[src/rtl/outsel_pkg.sv]
// outsel_pkg: definitions shared by the output-port bank and its serial shifter.
//   - OP_W      : width of the write operation field
//   - op_e      : write operation encoding (codes 5..7 are reserved)
//   - shift_state_e : shift-out engine state encoding
//   - op_is_valid / op_is_bit : write operation classification helpers
package outsel_pkg;

    localparam int OP_W = 3;

    typedef enum logic [OP_W-1:0] {
        OP_BIT_WR  = 3'd0,
        OP_WORD_WR = 3'd1,
        OP_BIT_SET = 3'd2,
        OP_BIT_CLR = 3'd3,
        OP_BIT_TGL = 3'd4
    } op_e;

    typedef enum logic [1:0] {
        S_IDLE  = 2'd0,
        S_LOAD  = 2'd1,
        S_SHIFT = 2'd2,
        S_DONE  = 2'd3
    } shift_state_e;

    // Codes above OP_BIT_TGL are reserved and must be rejected.
    function automatic logic op_is_valid(input logic [OP_W-1:0] op);
        return (op <= OP_BIT_TGL);
    endfunction

    // Every valid op except WORD_WR addresses a single bit.
    function automatic logic op_is_bit(input logic [OP_W-1:0] op);
        return (op != OP_WORD_WR);
    endfunction

endpackage

[src/rtl/outsel_shifter.sv]
// outsel_shifter: serial shift-out engine for one output-latch channel.
// On shift_start with a valid channel it snapshots that channel's latch
// (during LOAD) and streams it MSB first, each bit held CLK_DIV clocks, with
// sclk high in the first clock of every bit, then pulses shift_done.
// Ports:
//   clk, rst        clock, synchronous active-high reset
//   shift_start     request a transfer (ignored while busy or chan invalid)
//   shift_chan      channel to transmit
//   latch           current latch contents of all channels
//   sdata, sclk     serial data / bit strobe
//   shift_busy      engine active (LOAD, SHIFT, DONE)
//   shift_done      one-cycle pulse in the final busy cycle
module outsel_shifter
    import outsel_pkg::*;
#(
    parameter int CHANNELS = 4,
    parameter int WIDTH    = 8,
    parameter int CLK_DIV  = 2,
    localparam int CH_W    = (CHANNELS > 1) ? $clog2(CHANNELS) : 1,
    localparam int DIV_W   = (CLK_DIV > 1) ? $clog2(CLK_DIV) : 1,
    localparam int CNT_W   = $clog2(WIDTH)
) (
    input  logic                            clk,
    input  logic                            rst,
    input  logic                            shift_start,
    input  logic [CH_W-1:0]                 shift_chan,
    input  logic [CHANNELS-1:0][WIDTH-1:0]  latch,
    output logic                            sdata,
    output logic                            sclk,
    output logic                            shift_busy,
    output logic                            shift_done
);

    shift_state_e       state_reg, state_next;
    logic [CH_W-1:0]    chan_reg,  chan_next;
    logic [WIDTH-1:0]   sreg_reg,  sreg_next;
    logic [DIV_W-1:0]   div_reg,   div_next;
    logic [CNT_W-1:0]   bit_reg,   bit_next;
    logic               chan_ok;

    assign chan_ok = (32'(shift_chan) < 32'(CHANNELS));

    always_comb begin
        state_next = state_reg;
        chan_next  = chan_reg;
        sreg_next  = sreg_reg;
        div_next   = div_reg;
        bit_next   = bit_reg;
        case (state_reg)
            S_IDLE: begin
                if (shift_start && chan_ok) begin
                    chan_next  = shift_chan;
                    state_next = S_LOAD;
                end
            end
            S_LOAD: begin
                // Registered latch value: a write landing on this same edge
                // is not part of the snapshot.
                sreg_next  = latch[chan_reg];
                div_next   = '0;
                bit_next   = '0;
                state_next = S_SHIFT;
            end
            S_SHIFT: begin
                if (div_reg == DIV_W'(CLK_DIV - 1)) begin
                    div_next = '0;
                    if (bit_reg == CNT_W'(WIDTH - 1)) begin
                        state_next = S_DONE;
                    end else begin
                        bit_next  = bit_reg + CNT_W'(1);
                        sreg_next = {sreg_reg[WIDTH-2:0], 1'b0};
                    end
                end else begin
                    div_next = div_reg + DIV_W'(1);
                end
            end
            S_DONE: begin
                state_next = S_IDLE;
            end
            default: begin
                state_next = S_IDLE;
            end
        endcase
    end

    always_ff @(posedge clk) begin
        if (rst) begin
            state_reg <= S_IDLE;
            chan_reg  <= '0;
            sreg_reg  <= '0;
            div_reg   <= '0;
            bit_reg   <= '0;
        end else begin
            state_reg <= state_next;
            chan_reg  <= chan_next;
            sreg_reg  <= sreg_next;
            div_reg   <= div_next;
            bit_reg   <= bit_next;
        end
    end

    // Outputs decode registered state only, so they drop to 0 the cycle
    // after a reset.
    assign sdata      = (state_reg == S_SHIFT) & sreg_reg[WIDTH-1];
    assign sclk       = (state_reg == S_SHIFT) & (div_reg == '0);
    assign shift_busy = (state_reg != S_IDLE);
    assign shift_done = (state_reg == S_DONE);

endmodule

[src/rtl/out_port_bank.sv]
// out_port_bank: CHANNELS independent WIDTH-bit output latches updated by
// addressed bit writes, word writes and bit set/clear/toggle operations,
// plus an optional serial shift-out engine.
// Build option: define OUTSEL_SHIFT_EN to build the shift engine; otherwise
// sdata/sclk/shift_busy/shift_done are tied to 0 and shift_start/shift_chan
// are unused.
// Ports:
//   clk, rst            clock, synchronous active-high reset
//   ce, write           chip enable and write strobe
//   write_disable       global write inhibit (silent, no ack/err)
//   op                  operation (see outsel_pkg::op_e)
//   chan, bit_addr      target channel / bit
//   din_bit, din_word   data for BIT_WR / WORD_WR
//   out_latch           all latches, channel n at [n*WIDTH +: WIDTH]
//   write_ack/err       one-cycle pulse after an applied / rejected write
//   shift_start, shift_chan, sdata, sclk, shift_busy, shift_done: shift engine
module out_port_bank
    import outsel_pkg::*;
#(
    parameter int CHANNELS = 4,
    parameter int WIDTH    = 8,
    parameter int CLK_DIV  = 2,
    localparam int CH_W    = (CHANNELS > 1) ? $clog2(CHANNELS) : 1,
    localparam int BIT_W   = $clog2(WIDTH)
) (
    input  logic                        clk,
    input  logic                        rst,
    input  logic                        ce,
    input  logic                        write,
    input  logic                        write_disable,
    input  logic [OP_W-1:0]             op,
    input  logic [CH_W-1:0]             chan,
    input  logic [BIT_W-1:0]            bit_addr,
    input  logic                        din_bit,
    input  logic [WIDTH-1:0]            din_word,
    output logic [CHANNELS*WIDTH-1:0]   out_latch,
    output logic                        write_ack,
    output logic                        write_err,
    input  logic                        shift_start,
    input  logic [CH_W-1:0]             shift_chan,
    output logic                        sdata,
    output logic                        sclk,
    output logic                        shift_busy,
    output logic                        shift_done
);

    logic [CHANNELS-1:0][WIDTH-1:0] latch_q;
    logic                           wr_fire;
    logic                           wr_valid;
    logic                           chan_ok;
    logic                           bit_ok;
    logic [WIDTH-1:0]               bit_mask;
    logic                           write_ack_reg;
    logic                           write_err_reg;

    assign wr_fire  = ce & write & ~write_disable;
    assign chan_ok  = (32'(chan) < 32'(CHANNELS));
    assign bit_ok   = (32'(bit_addr) < 32'(WIDTH));
    // Word writes ignore bit_addr, so only bit ops need it in range.
    assign wr_valid = chan_ok & op_is_valid(op) & (~op_is_bit(op) | bit_ok);
    assign bit_mask = WIDTH'(1) << bit_addr;

    genvar gi;
    generate
        for (gi = 0; gi < CHANNELS; gi++) begin : g_chan
            logic [WIDTH-1:0] chan_reg;
            logic [WIDTH-1:0] chan_next;
            logic             hit;

            assign hit = wr_fire & wr_valid & (32'(chan) == 32'(gi));

            always_comb begin
                chan_next = chan_reg;
                if (hit) begin
                    case (op_e'(op))
                        OP_BIT_WR:  chan_next = din_bit ? (chan_reg | bit_mask)
                                                        : (chan_reg & ~bit_mask);
                        OP_WORD_WR: chan_next = din_word;
                        OP_BIT_SET: chan_next = chan_reg | bit_mask;
                        OP_BIT_CLR: chan_next = chan_reg & ~bit_mask;
                        OP_BIT_TGL: chan_next = chan_reg ^ bit_mask;
                        default:    chan_next = chan_reg;
                    endcase
                end
            end

            always_ff @(posedge clk) begin
                if (rst) begin
                    chan_reg <= '0;
                end else begin
                    chan_reg <= chan_next;
                end
            end

            assign latch_q[gi] = chan_reg;
        end
    endgenerate

    always_ff @(posedge clk) begin
        if (rst) begin
            write_ack_reg <= 1'b0;
            write_err_reg <= 1'b0;
        end else begin
            write_ack_reg <= wr_fire & wr_valid;
            write_err_reg <= wr_fire & ~wr_valid;
        end
    end

    assign out_latch = latch_q;
    assign write_ack = write_ack_reg;
    assign write_err = write_err_reg;

`ifdef OUTSEL_SHIFT_EN
    outsel_shifter #(
        .CHANNELS (CHANNELS),
        .WIDTH    (WIDTH),
        .CLK_DIV  (CLK_DIV)
    ) u_shifter (
        .clk         (clk),
        .rst         (rst),
        .shift_start (shift_start),
        .shift_chan  (shift_chan),
        .latch       (latch_q),
        .sdata       (sdata),
        .sclk        (sclk),
        .shift_busy  (shift_busy),
        .shift_done  (shift_done)
    );
`else
    localparam int unused_clk_div = CLK_DIV;
    logic unused_shift_in;
    assign unused_shift_in = ^{shift_start, shift_chan};
    assign sdata      = 1'b0;
    assign sclk       = 1'b0;
    assign shift_busy = 1'b0;
    assign shift_done = 1'b0;
`endif

endmodule

[config.mk]
export PLATFORM = sky130hd
export DESIGN_NAME = out_port_bank
export DESIGN_NICKNAME = d
export VERILOG_FILES = /design/src/rtl/outsel_pkg.sv /design/src/rtl/outsel_shifter.sv /design/src/rtl/out_port_bank.sv
export SDC_FILE = /design/constraint.sdc
export NUM_CORES = 1
export LEC_CHECK = 0
export CORE_UTILIZATION = 54
export CTS_BUF_LIST = sky130_fd_sc_hd__clkbuf_4
export CTS_CLUSTER_SIZE = 25
export DETAILED_ROUTE_END_ITERATION = 16
export GPL_TIMING_DRIVEN = 0
export MAX_ROUTING_LAYER = met4
export PLACE_DENSITY_LB_ADDON = 0.25
export SLEW_MARGIN = 30
export SYNTH_ARGS = -nofsm -noshare
export SYNTH_HDL_FRONTEND = slang
export SYNTH_SLANG_ARGS = --single-unit
[constraint.sdc]
create_clock -name clk -period 2.8 [get_ports clk]
set_clock_uncertainty 0.2 [all_clocks]
set_input_delay 0.56 -clock clk [delete_from_list [all_inputs] [get_ports clk]]
set_output_delay 0.56 -clock clk [all_outputs]
set_load 0.1 [all_outputs]
==> qor.yml, run 1 <==
vias: 3174
clkTransAtPathRegs_ps: 110
drc_errors: 0
ys_seq_area_share_pct: 21.7
core_sq_mm: 0.00554
clock-sinks: 34
grt_overflow_total: 0
holdWs_ps: 358
grt_pass1_vias: 2850
synth-compound-area-share_pct: 34.9
worst_slack_ps: 76.1
start_util_pct: 56.6
synth_cell_types: 35
die_h_microns: 78.2
synth-simple-area-share_pct: 8.58
endpoint_kind: "primary output"
numCtsBuffers: 5
wire_per_inst_microns: 19.8
rows: 27
wl_microns: 9510
synth_ff_type: "dfxtp_1"
p_total_mw: 1.13
synth_common_cells: "ha_1 (64), dfxtp_1 (34), inv_1 (33), a311oi_1 (32), a21oi_1 (31)"
fill_cells: 464
worstSetupPathType: "reg2out"
syn_to_final_growth_pct: 23.5
path_max_fanout: 4
synth_warnings: 0
path_buf_inv: 1
synth_top_area_share_pct: 25.5
multiInputGateArea_sq_mm: 0.00218
postRouteAntennaNets: 0
dr.pass1.iters: 5
io-pin-count: 63
synth_edf_count: 0
cts_root_buf: "clkbuf_4"
clock_latency_ps: 360
async_flop_share_pct: 0
dieArea_sq_mm: 0.00611
cp.depth: 1
synth_adder_area_share_pct: 25.5
synthMuxAreaShare_pct: 0
synth-seq-cells: 34
cts_hold_buf: 0
grt_setup_unrepaired: "false"
clockBufferDepth: 2
finalCritPeriodShare_pct: 97.3
dpl.hpwl_microns: 6540
initialDrtViolationCount: 288
outcome: "finished, final reports clean"
finalNonFillerCells: 480
slew_viol_final: 0
critPathCapture: "out_latch[9]"
tritoncts: "done"
slowest_delay_ps: 1170
grt_first_pass_wirelength_microns: 14600
pre_cts_ws_ps: -322
antenna_cells: 0
grt.total_usage_pct: 32.1
drv_cap: 0
avgSynthCellArea_sq_um: 9.25
p_leak_nw: 1.29
slew_headroom_pct: 34.7
synth_most_common_cell: "ha_1"
finalSetupViolations: 0
antenna_found_initial: 0
fmax_mhz: 367
path_delay_family: "buffers and inverters"
seq_area_sq_um: 681
dp.cells: 468
h-tree-depth: 2
critPathArrivalTime_ps: 1960
yosysTopAreaCell: "ha_1"
drive_above_1_share_pct: 10.0
crit_chain: "clkdlybuf4s50_1"
synth_top_family_by_area: "compound AO/OA/AOI/OAI gates"
vias_per_cell: 6.61
synth_xor_area_share_pct: 0
ir_worst_vdd_v: 0.000202
start_kind: "flop"
cp_data_required_time_ps: 2040
cp_slowest_cell: "clkdlybuf4s50_1"
synth_cells: 339
reg2reg_slack_ps: 1160
fin_nets: 497
holdCritPathClass: "reg2reg"
io_buffers: 54
r2r_cells: 5
hold_viol_final: 0
gp_congestion: 0.906
period_needed_ps: 2720
syn_area_sq_mm: 0.00313
cellPowerDensity_mw_per_mm2: 293
synth_area_leaders: "ha_1 (26%), dfxtp_1 (22%), a311oi_1 (8.9%)"
grt_max_degree: 11
tightest_slew_ps: 976
die_w_microns: 78.2
routing by layer:
metal  up-vias  track usage [%]  wire, microns
met5         -                -              0
met4         0             12.8            386
met3        43             5.70            766
met2       179             51.9           4430
met1      1509             39.7           3930
li1       1443                -              -
how the worst min path moves through the flow:
| stage | end | cells past startpoint | startpoint | slack, ps |
|---|---|---|---|---|
| after floorplan | flop | 3 | chan[1] | 610 |
| after global placement | flop | 2 | flop | 330 |
| after detailed placement | flop | 2 | flop | 340 |
| after CTS | flop | 2 | flop | 360 |
| after global routing | flop | 2 | flop | 380 |
| final | flop | 2 | flop | 360 |
report_power, final:
group          switching (mW)  internal (mW)
combinational           0.228          0.109
sequential            0.00613          0.489
clock                   0.188          0.114
total                   0.422          0.712
logic make-up after synthesis:
group	Yosys count
and+or+nand+nor	32
buffers and inverters	63
adders and majority gates	64
DFF	34
other	1
AOI/OAI and AO/OA	145
what timing repair did:
action,CTS,global route
setup endpoints to repair,0,13
setup buffers,0,5
gates resized for setup,0,1
cell usage in the layout, fill, tap and decap left out, drive strengths merged:
| master | Yosys | routed |
|---|---|---|
| a21oi | 32 | 32 |
| a22oi | 30 | 30 |
| a2bb2oi | 12 | 12 |
| a311oi | 32 | 32 |
| buf | 16 | 21 |
| clkbuf | 14 | 21 |
| clkdlybuf4s50 | 0 | 54 |
| conb | 1 | 4 |
| dfxtp | 34 | 34 |
| ha | 64 | 64 |
| inv | 33 | 33 |
| nand2 | 2 | 2 |
| nand2b | 2 | 2 |
| nand3 | 1 | 1 |
| nand3b | 4 | 4 |
| nor2 | 3 | 3 |
| nor2b | 1 | 1 |
| nor3 | 6 | 6 |
| nor3b | 3 | 3 |
| nor4 | 2 | 2 |
| nor4b | 4 | 4 |
| o21a | 1 | 1 |
| o21ai | 8 | 8 |
| o2bb2ai | 30 | 30 |
| or3 | 1 | 1 |
| or3b | 3 | 3 |
stage by stage:
stage	cell area, sq um	setup TNS (ps)	util (%)
after floorplan	3150	0	-
after global routing	3870	0	69.9
after detailed placement	3780	-4660	68.2
final	3870	0	69.9
after global placement	3780	-3180	68.2
after CTS	3830	0	69.1
area by class of cell:
| class | instances | share of cell area, % |
|---|---|---|
| Inverter | 33 | 3.20 |
| Sequential cell | 34 | 17.6 |
| Multi-Input combinational cell | 245 | 56.4 |
| Tap cell | 72 | 2.33 |
| Buffer | 30 | 4.23 |
| Timing Repair Buffer | 59 | 14.9 |
| Clock buffer | 7 | 1.36 |
Note: power is estimated with default switching activity, not from simulation.
==> run 2, diff against run 1 <==
--- a/config.mk
+++ b/config.mk
@@ -9,7 +9,7 @@
 export CTS_BUF_LIST = sky130_fd_sc_hd__clkbuf_4
 export CTS_CLUSTER_SIZE = 25
 export DETAILED_ROUTE_END_ITERATION = 16
-export GPL_TIMING_DRIVEN = 0
+export GPL_TIMING_DRIVEN = 1
 export MAX_ROUTING_LAYER = met4
 export PLACE_DENSITY_LB_ADDON = 0.25
 export SLEW_MARGIN = 30
==> run 2 against run 1 <==
Net effect: power down 2.3%; core utilization shrank 0.27 points; worst setup slack improved by 220 ps; critical path depth rose by 6; sequential share of layout area increased by 0.068 points; first-iteration DRC count down 26%; flip-flop and latch count unchanged; hold slack worse by 3.7 ps; via count down 6.4%; die area stayed put; register-to-register slack improved by 90 ps; routed wire length decreased by 12%; critical path type is now in2reg; largest power group unchanged.
==> qor.yml, run 2 (synthesis results as in run 1) <==
outcome: "finished, final reports clean"
antenna_cells: 0
h-tree-depth: 2
tightest_slew_ps: 570
rows: 27
wire_per_inst_microns: 17.6
cellPowerDensity_mw_per_mm2: 287
wl_microns: 8340
drc_errors: 0
core_sq_mm: 0.00554
post-cts-setup-buffer-count: 0
fin_nets: 491
io-pin-count: 63
drive_above_1_share_pct: 20.6
p_leak_nw: 1.39
vias_per_cell: 6.26
pre_cts_ws_ps: -63.3
fmax_mhz: 399
dieArea_sq_mm: 0.00611
path_max_fanout: 10
dpl.hpwl_microns: 5660
worst_slack_ps: 294
gp_congestion: 0.845
numCtsBuffers: 5
dr.pass1.iters: 4
slew_headroom_pct: 61.6
start_util_pct: 56.6
holdCritPathClass: "reg2reg"
cts_hold_buf: 0
tritoncts: "done"
grt_first_pass_wirelength_microns: 13700
cts_root_buf: "clkbuf_4"
worstSetupPathType: "in2reg"
io_buffers: 55
ir_worst_vdd_v: 0.000228
initialDrtViolationCount: 214
mostFrequentLayoutCells: "ha_1 (64), buf_4 (58), dfxtp_1 (34)"
drv_cap: 0
grt.total_usage_pct: 29.1
postRouteAntennaNets: 0
start_kind: "primary input"
period_needed_ps: 2510
finalSetupViolations: 0
cp-startpoint: "bit_addr[0]"
antenna_found_initial: 0
clock-sinks: 34
hold_viol_final: 0
syn_to_final_growth_pct: 23.0
die_w_microns: 78.2
clkTransAtPathRegs_ps: 100
grt_max_degree: 35
finalCritPeriodShare_pct: 89.5
ctsResizeCount: 0
slew_viol_final: 0
clockBufferDepth: 2
critPathArrivalTime_ps: 2550
cp_data_required_time_ps: 2850
grt_overflow_total: 0
die_h_microns: 78.2
clock_latency_ps: 350
grt_pass1_vias: 2777
vias: 2972
holdWs_ps: 354
final_common_cell: "ha_1"
grt_setup_unrepaired: "false"
endpoint_kind: "flop"
run 2: critical path, cell delays in order:
cell and delay (ps):
clkdlybuf4s50_1 560, buf_4 200, nand3_1 320, ha_1 420, o2bb2ai_1 110, a22oi_1 80
a311oi_1 300
run 2: stage by stage:
step	TNS (ps)	util, %	power, mW	area (sq um)	instances
after global placement	0	68.6	0.829	3800	467
after global routing	0	69.6	1.16	3860	475
after CTS	0	69.6	1.11	3860	475
after floorplan	0	-	0.725	3150	342
final	0	69.6	1.11	3860	475
after detailed placement	-170	68.6	0.838	3800	467
run 2: cell type report:
type | count | area [sq um]
inverter | 33 | 124
multi-input combinational | 245 | 2180
timing repair buffer | 83 | 726
tap | 72 | 90.1
fill | 464 | 1680
sequential | 34 | 681
clock buffer | 6 | 45.0
clock inverter | 2 | 8.76
run 2: final timing paths:
kind         endpoint  slack, ps  cells past startpoint
min reg2reg      flop        350                      2
max reg2reg      flop       1250                      5
max              flop        290                      7
min              flop        350                      2
run 2: power by group:
part | switching [mW] | internal [mW]
clock | 0.174 | 0.104
sequential | 0.00612 | 0.489
combinational | 0.218 | 0.117
run 2: routing by layer:
metal / up-vias / share of wire [%] / global-route usage [%]
met5: - / 0 / -
met4: 0 / 1.8 / 10.6
met3: 17 / 6.4 / 3.60
met2: 100 / 49 / 48.2
met1: 1427 / 43 / 36.4
li1: 1428 / - / -
